## config.mk

```make
export PLATFORM = sky130hd
export DESIGN_NAME = pwm_gen
export DESIGN_NICKNAME = d
export VERILOG_FILES = /design/src/rtl/pwm_gen.sv
export SDC_FILE = /design/constraint.sdc
export NUM_CORES = 1
export LEC_CHECK = 0
export ABC_AREA = 1
export CAP_MARGIN = 20
export CORE_AREA = 5 5 42 44
export DETAILED_ROUTE_END_ITERATION = 7
export DIE_AREA = 0 0 47 49
export HOLD_SLACK_MARGIN = 0.15
export PLACE_DENSITY = 0.62
export SLEW_MARGIN = 15
export SYNTH_ARGS = -nofsm -noshare
export SYNTH_HDL_FRONTEND = slang
export SYNTH_SLANG_ARGS = --single-unit
```

## constraint.sdc

```tcl
create_clock -name clk -period 1.5 [get_ports clk]
set_input_delay 0.15 -clock clk [delete_from_list [all_inputs] [get_ports clk]]
set_output_delay 0.15 -clock clk [all_outputs]
set_load 0.01 [all_outputs]
```

## src/rtl/pwm_gen.sv

```systemverilog
`default_nettype none
// ============================================================================
//  Module   : pwm_gen
//  Purpose  : 16-phase PWM generator with a programmable clock prescaler.
//             A prescaler divides clk into phase steps; a 4-bit phase
//             counter walks through one 16-step period.  pwm_out is high
//             while phase < duty_active, giving 0/16 .. 15/16 duty.
//             period_start pulses for one cycle after the 15->0 wrap.
//  Options  : PWM_SYNC_LOAD_EN -- when defined, duty_active is reloaded
//             from duty only at the period wrap (and whenever enable=0),
//             so mid-period duty changes cannot glitch the waveform.
//             When undefined, duty_active follows duty every clock.
//  Revision : 1.0  initial release
// ============================================================================
module pwm_gen #(
  parameter int PRESCALE = 1
) (
  input  logic       clk,
  input  logic       rst,
  input  logic       enable,
  input  logic [3:0] duty,
  output logic       pwm_out,
  output logic       period_start,
  output logic [3:0] duty_active
);

  // Prescaler width: at least one bit so PRESCALE=1 still has a legal vector.
  localparam int                 c_PRE_W   = (PRESCALE > 1) ? $clog2(PRESCALE) : 1;
  localparam logic [c_PRE_W-1:0] c_PRE_MAX = c_PRE_W'(PRESCALE - 1);
  localparam logic [3:0]         c_PH_LAST = 4'd15;

  // Reject out-of-range prescale values at elaboration time.
  generate
    if ((PRESCALE < 1) || (PRESCALE > 256)) begin : g_bad_prescale
      $error("pwm_gen: PRESCALE must be in 1..256");
    end
  endgenerate

  logic [c_PRE_W-1:0] r_pre_cnt;
  logic [3:0]         r_phase;
  logic [3:0]         r_duty_active;
  logic               r_pwm;
  logic               r_period_start;

  logic               w_step;
  logic               w_wrap;
  logic               w_load;
  logic               w_pwm_next;

  // Step and wrap qualification from the current (pre-edge) state.
  always_comb begin
    w_step     = enable && (r_pre_cnt == c_PRE_MAX);
    w_wrap     = w_step && (r_phase == c_PH_LAST);
    w_pwm_next = enable && (r_phase < r_duty_active);
`ifdef PWM_SYNC_LOAD_EN
    w_load     = w_wrap || !enable;
`else
    w_load     = 1'b1;
`endif
  end

  // Prescaler: counts enabled cycles, wraps to zero on each phase step.
  always_ff @(posedge clk or negedge rst) begin
    if (!rst) begin
      r_pre_cnt <= '0;
    end else if (enable) begin
      if (w_step) begin
        r_pre_cnt <= '0;
      end else begin
        r_pre_cnt <= r_pre_cnt + 1'b1;
      end
    end
  end

  // Phase counter: advances once per step, natural 4-bit wrap 15->0.
  always_ff @(posedge clk or negedge rst) begin
    if (!rst) begin
      r_phase <= 4'd0;
    end else if (w_step) begin
      r_phase <= r_phase + 4'd1;
    end
  end

  // Applied duty register; load timing depends on the sync-load option.
  always_ff @(posedge clk or negedge rst) begin
    if (!rst) begin
      r_duty_active <= 4'd0;
    end else if (w_load) begin
      r_duty_active <= duty;
    end
  end

  // Output registers: waveform lags phase by one cycle; wrap pulse likewise.
  always_ff @(posedge clk or negedge rst) begin
    if (!rst) begin
      r_pwm          <= 1'b0;
      r_period_start <= 1'b0;
    end else begin
      r_pwm          <= w_pwm_next;
      r_period_start <= w_wrap;
    end
  end

  assign pwm_out      = r_pwm;
  assign period_start = r_period_start;
  assign duty_active  = r_duty_active;

endmodule
`default_nettype wire

```

* Word-level counts from Yosys, hierarchy flattened
Index checks and enable logic that the tools add are counted.
** Storage, ports and cells
- Register bits :: 11
- Memory bits (writable) :: 0
- Latch bits :: 0
- Logic and storage cells :: 14
- Memory bits (read-only) :: 0
- Memories :: 0
- Output and inout port bits :: 6
** Cells by class
- Div/mod/pow operators :: 0
- Reduce and logical (&&, ||, !) cells :: 3
- Shift operators :: 0
- $lt $le $gt $ge :: 1
- $mul :: 0
- Equality and inequality tests :: 1
- Mux-type cells :: 1
- Add/subtract/negate cells :: 2
- Bitwise gates (word level) :: 1
** Operator list (number)
- $add A4 B1 Y4 const B :: 1
- $eq A4 B4 Y1 const B :: 1
- $lt A4 B4 Y1 :: 1
- $logic_and A1 B1 Y1 :: 3
- $add A1 B1 Y1 const B :: 1
- $mux W1 :: 1
- $not A1 Y1 :: 1

* Depth between registers and ports, before layout
Gate-level depths: netlist of run 1.
- Word-level depth :: 3
- Mapped depth :: 5
- Mapped depth without buffers :: 5

* Worst setup path before layout of run 1
No wires, ideal clock.
- Kind :: reg-to-reg
- Start point :: reg r_duty_active[3] (netlist: duty_active[3])
- End point :: reg r_pwm (netlist: pwm_out)
- Stages on the path, launching flop included :: 6
- Arrival time :: 0.918 ns
- Setup slack :: 0.505 ns
- Required time :: 1.423 ns
- Clock period less this slack :: 0.995 ns
- Buffers on the path :: 0
- Path through :: dfrtp_1 -> inv_1 -> ha_1 -> nand2_1 -> inv_1 -> a21oi_1
** Between the ends
- Longest elaborated chain between the ends :: 2
** RTL lines
- start: declaration :: line 41 : logic [3:0] r_duty_active;
- start signal: assignment :: line 89 : r_duty_active <= duty;
- $lt A4 B4 Y1 :: line 54 : w_pwm_next = enable && (r_phase < r_duty_active);
- $logic_and A1 B1 Y1 :: line 54
- net w_pwm_next :: line 48 : logic w_pwm_next;
- end signal: assignment :: line 99 : r_pwm <= w_pwm_next;
- end: declaration :: line 42 : logic r_pwm;
The timed path passes the listed nets, and every way through them passes these cells.
A chain may end at the register's enable or synchronous reset.

* Final worst setup path of run 1
- Start point :: reg r_duty_active[0] (netlist: duty_active[0])
- End point :: out duty_active[0]
** RTL lines
- end: declaration :: line 24 : output logic [3:0] duty_active
No word-level cell between the ends.

==> results of run 1 <==
-- logic make-up after synthesis --
group           after synthesis  synth area share
xor+xnor                      2            0.0359
simple gates                 21             0.203
compound gates                1            0.0102
buf+inv                      11            0.0846
flops                        11             0.564
fa+ha+maj                     4             0.103
-- layout make-up --
class / count / share of cell area
multi-input combinational: 28 / 0.261
clock inverter: 1 / 0.00763
inverter: 11 / 0.0630
sequential: 11 / 0.420
timing repair buffer: 12 / 0.183
clock buffer: 3 / 0.0344
tap: 16 / 0.0305
-- synth_stat cells, drive strengths merged --
library cell | number | share of area
nand4 | 1 | 0.013
ha | 4 | 0.10
nand2 | 15 | 0.12
nand3 | 1 | 0.010
inv | 11 | 0.085
nor2 | 3 | 0.038
xor2 | 2 | 0.036
nor3 | 1 | 0.021
a21oi | 1 | 0.010
dfrtp | 11 | 0.56
-- layer usage --
metal / GRT usage / vias to the layer above
li1: - / 182
met1: 0.0957 / 160
met2: 0.127 / 7
met3: 0.0295 / 2
met4: 0.0553 / 0
met5: 0 / -
-- registers in the layout, indices dropped and copies added (netlist names) --
| register | cells |
|---|---|
| period_start | 1 |
| pwm_out | 1 |
| r_phase | 4 |
| duty_active | 4 |
| r_pre_cnt | 1 |
-- metrics by stage --
step	std cells	worst slack, ns	instance area (um2)	util	hold WS, ns
after floorplan	50	0.505	488	-	-0.146
after global placement	78	0.341	628	0.448	0.521
after detailed placement	78	0.322	628	0.448	0.511
after CTS	82	0.178	656	0.468	0.223
after global routing	82	0.146	656	0.468	0.257
final	82	0.202	656	0.468	0.214
-- power by group through the flow --
stage	Combinational (mW)	Clock (mW)	Sequential (mW)
after detailed placement	0.296	0	0.450
after floorplan	0.195	0	0.439
after global placement	0.283	0	0.447
final	0.291	0.196	0.443
after CTS	0.298	0.209	0.445
after global routing	0.341	0.221	0.458
-- final timing paths --
kind                             endpoint  slack [ns]  cells after the start
setup / recovery           duty_active[0]        0.20                      1
setup reg to reg                  pwm_out        0.48                      4
max in group asynchronous      r_phase[2]        0.96                      1
hold / removal             duty_active[2]        0.21                      1
min in group clk           duty_active[3]        0.32                      1
hold reg to reg                 r_pre_cnt        0.54                      2
==> flow_summary_export.csv, run 1 <==
group,metric,value,unit
outcome,status,"finished clean",
cells_and_area,layout_common_cells,"nand2_1, clkdlybuf4s50_1, dfrtp_1",
clocking,clkTransAtPathRegs,0.07,ns
critical_path,r2r_start,"r_phase[3]",
yosys,syn_inst,50,
drt,drt_iter0_markers,7,
critical_path,cp.required,1.35,ns
clocking,post_cts_buffers,0,
power_and_ir_drop,combPwrFrac,0.313,
placed_design,place_hpwl,625,um
clocking,tritoncts.num_buffers,3,
clocking,cts_tree,"yes",
sta,fin_skew,0.00387,ns
critical_path,cp_num_buf_inv,1,
yosys,seq_area_frac_synth,0.564,
clocking,clock_sinks,11,
yosys,synth_cell_type_count,13,
grt,grt_antenna_before_repair,0,
placed_design,portBuffers,12,
cells_and_area,synthToLayoutAreaGrowth,34.4,%
drt,drcViolationCount,0,
grt,grt_pass1_wl,1400,um
clocking,cts_resized,0,
sta,rsz0062_at_grt,"false",
critical_path,endpoint_kind,"output port",
cells_and_area,nFillCells,155,
critical_path,cp_top_family,"buffers and inverters",
placed_design,gp_congestion,0.783,
drt,wl_met3,61,um
sta,finalCritPeriodShare,0.865,
cells_and_area,antenna_cells,0,
power_and_ir_drop,seqPwrFrac,0.477,
clocking,htree_levels,1,
sta,maxSlewHeadroom,0.674,
sta,fin_crit,1.30,ns
drt,wirelength,773,um
run,max_cap_viol_count,0,
critical_path,slowest_delay,0.54,ns
yosys,ys_seq_elements,11,
power_and_ir_drop,p_clk_frac,0.211,
grt,grt_overflow,0,
power_and_ir_drop,p_int,0.609,mW
sta,worst_pin_slew,0.487,ns
yosys,syn_area_per_cell,9.76,um2
sta,slew_viol_final,0,
drt,ant_nets,0,
critical_path,crit_type,"reg -> out",
floorplan,die_area,2300,um2
yosys,synth_area,488,um2
drt,dr.pass1.iters,4,
critical_path,crit_fanout,2,
floorplan,row_count,14,
grt,grt_pass1_vias,350,
clocking,clock_path_buffers,2,
critical_path,path_cells,"clkdlybuf4s50_1",
cells_and_area,drive_gt1_frac,0.121,
grt,grt_use_total,0.0840,
grt,grt_max_degree,12,
power_and_ir_drop,p_sw_frac,0.344,
clocking,holdBufCountCts,0,
drt,wire_per_inst,9.43,um
floorplan,die_h,49,um
critical_path,crit_start,"duty_active[0]",
power_and_ir_drop,net-switching-power,0.320,mW
clocking,clkLatencyLatePin,0.26,ns
sta,fmax,770,MHz
drt,via_per_inst,4.28,
cells_and_area,multiInputGateArea,171,um2
power_and_ir_drop,finalPower,0.929,mW
floorplan,core-area,1400,um2
critical_path,critPathLaunchType,"flip-flop",
floorplan,die_w,47,um
critical_path,critPathSlowestCell,"clkdlybuf4s50_1",
floorplan,io_pins,13,
power_and_ir_drop,p_per_area,1420,nW/um2
cells_and_area,seq_area,275,um2
yosys,synth_nets,61,
power_and_ir_drop,irDropWorstVdd,710,uV
drt,via_count,351,
critical_path,crit_arrival,1.15,ns
drt,wl_met1,291,um
cells_and_area,finalNetCount,78,
min_path,min_path_type,"in -> async",
floorplan,start_util,0.348,
cells_and_area,final_common_cell,"nand2_1",
sta,finalSetupViolCount,0,
clocking,cts-root-buf,"clkbuf_4",
power_and_ir_drop,p_leak,0.344,nW
sta,fin_tns_setup,0,ns
yosys,yosys_warnings,0,
drt,top_layer,"met4",
drt,wl_met2,405,um
sta,hold_viol_final,0,
Power figures use the tool's default switching activity.
==> inputs of run 2 (changes only) <==
- CTS_BUF_LIST: not set -> sky130_fd_sc_hd__clkbuf_4
==> results of run 2 <==
The final DEF is identical to that of run 1; final timing and power are the same.
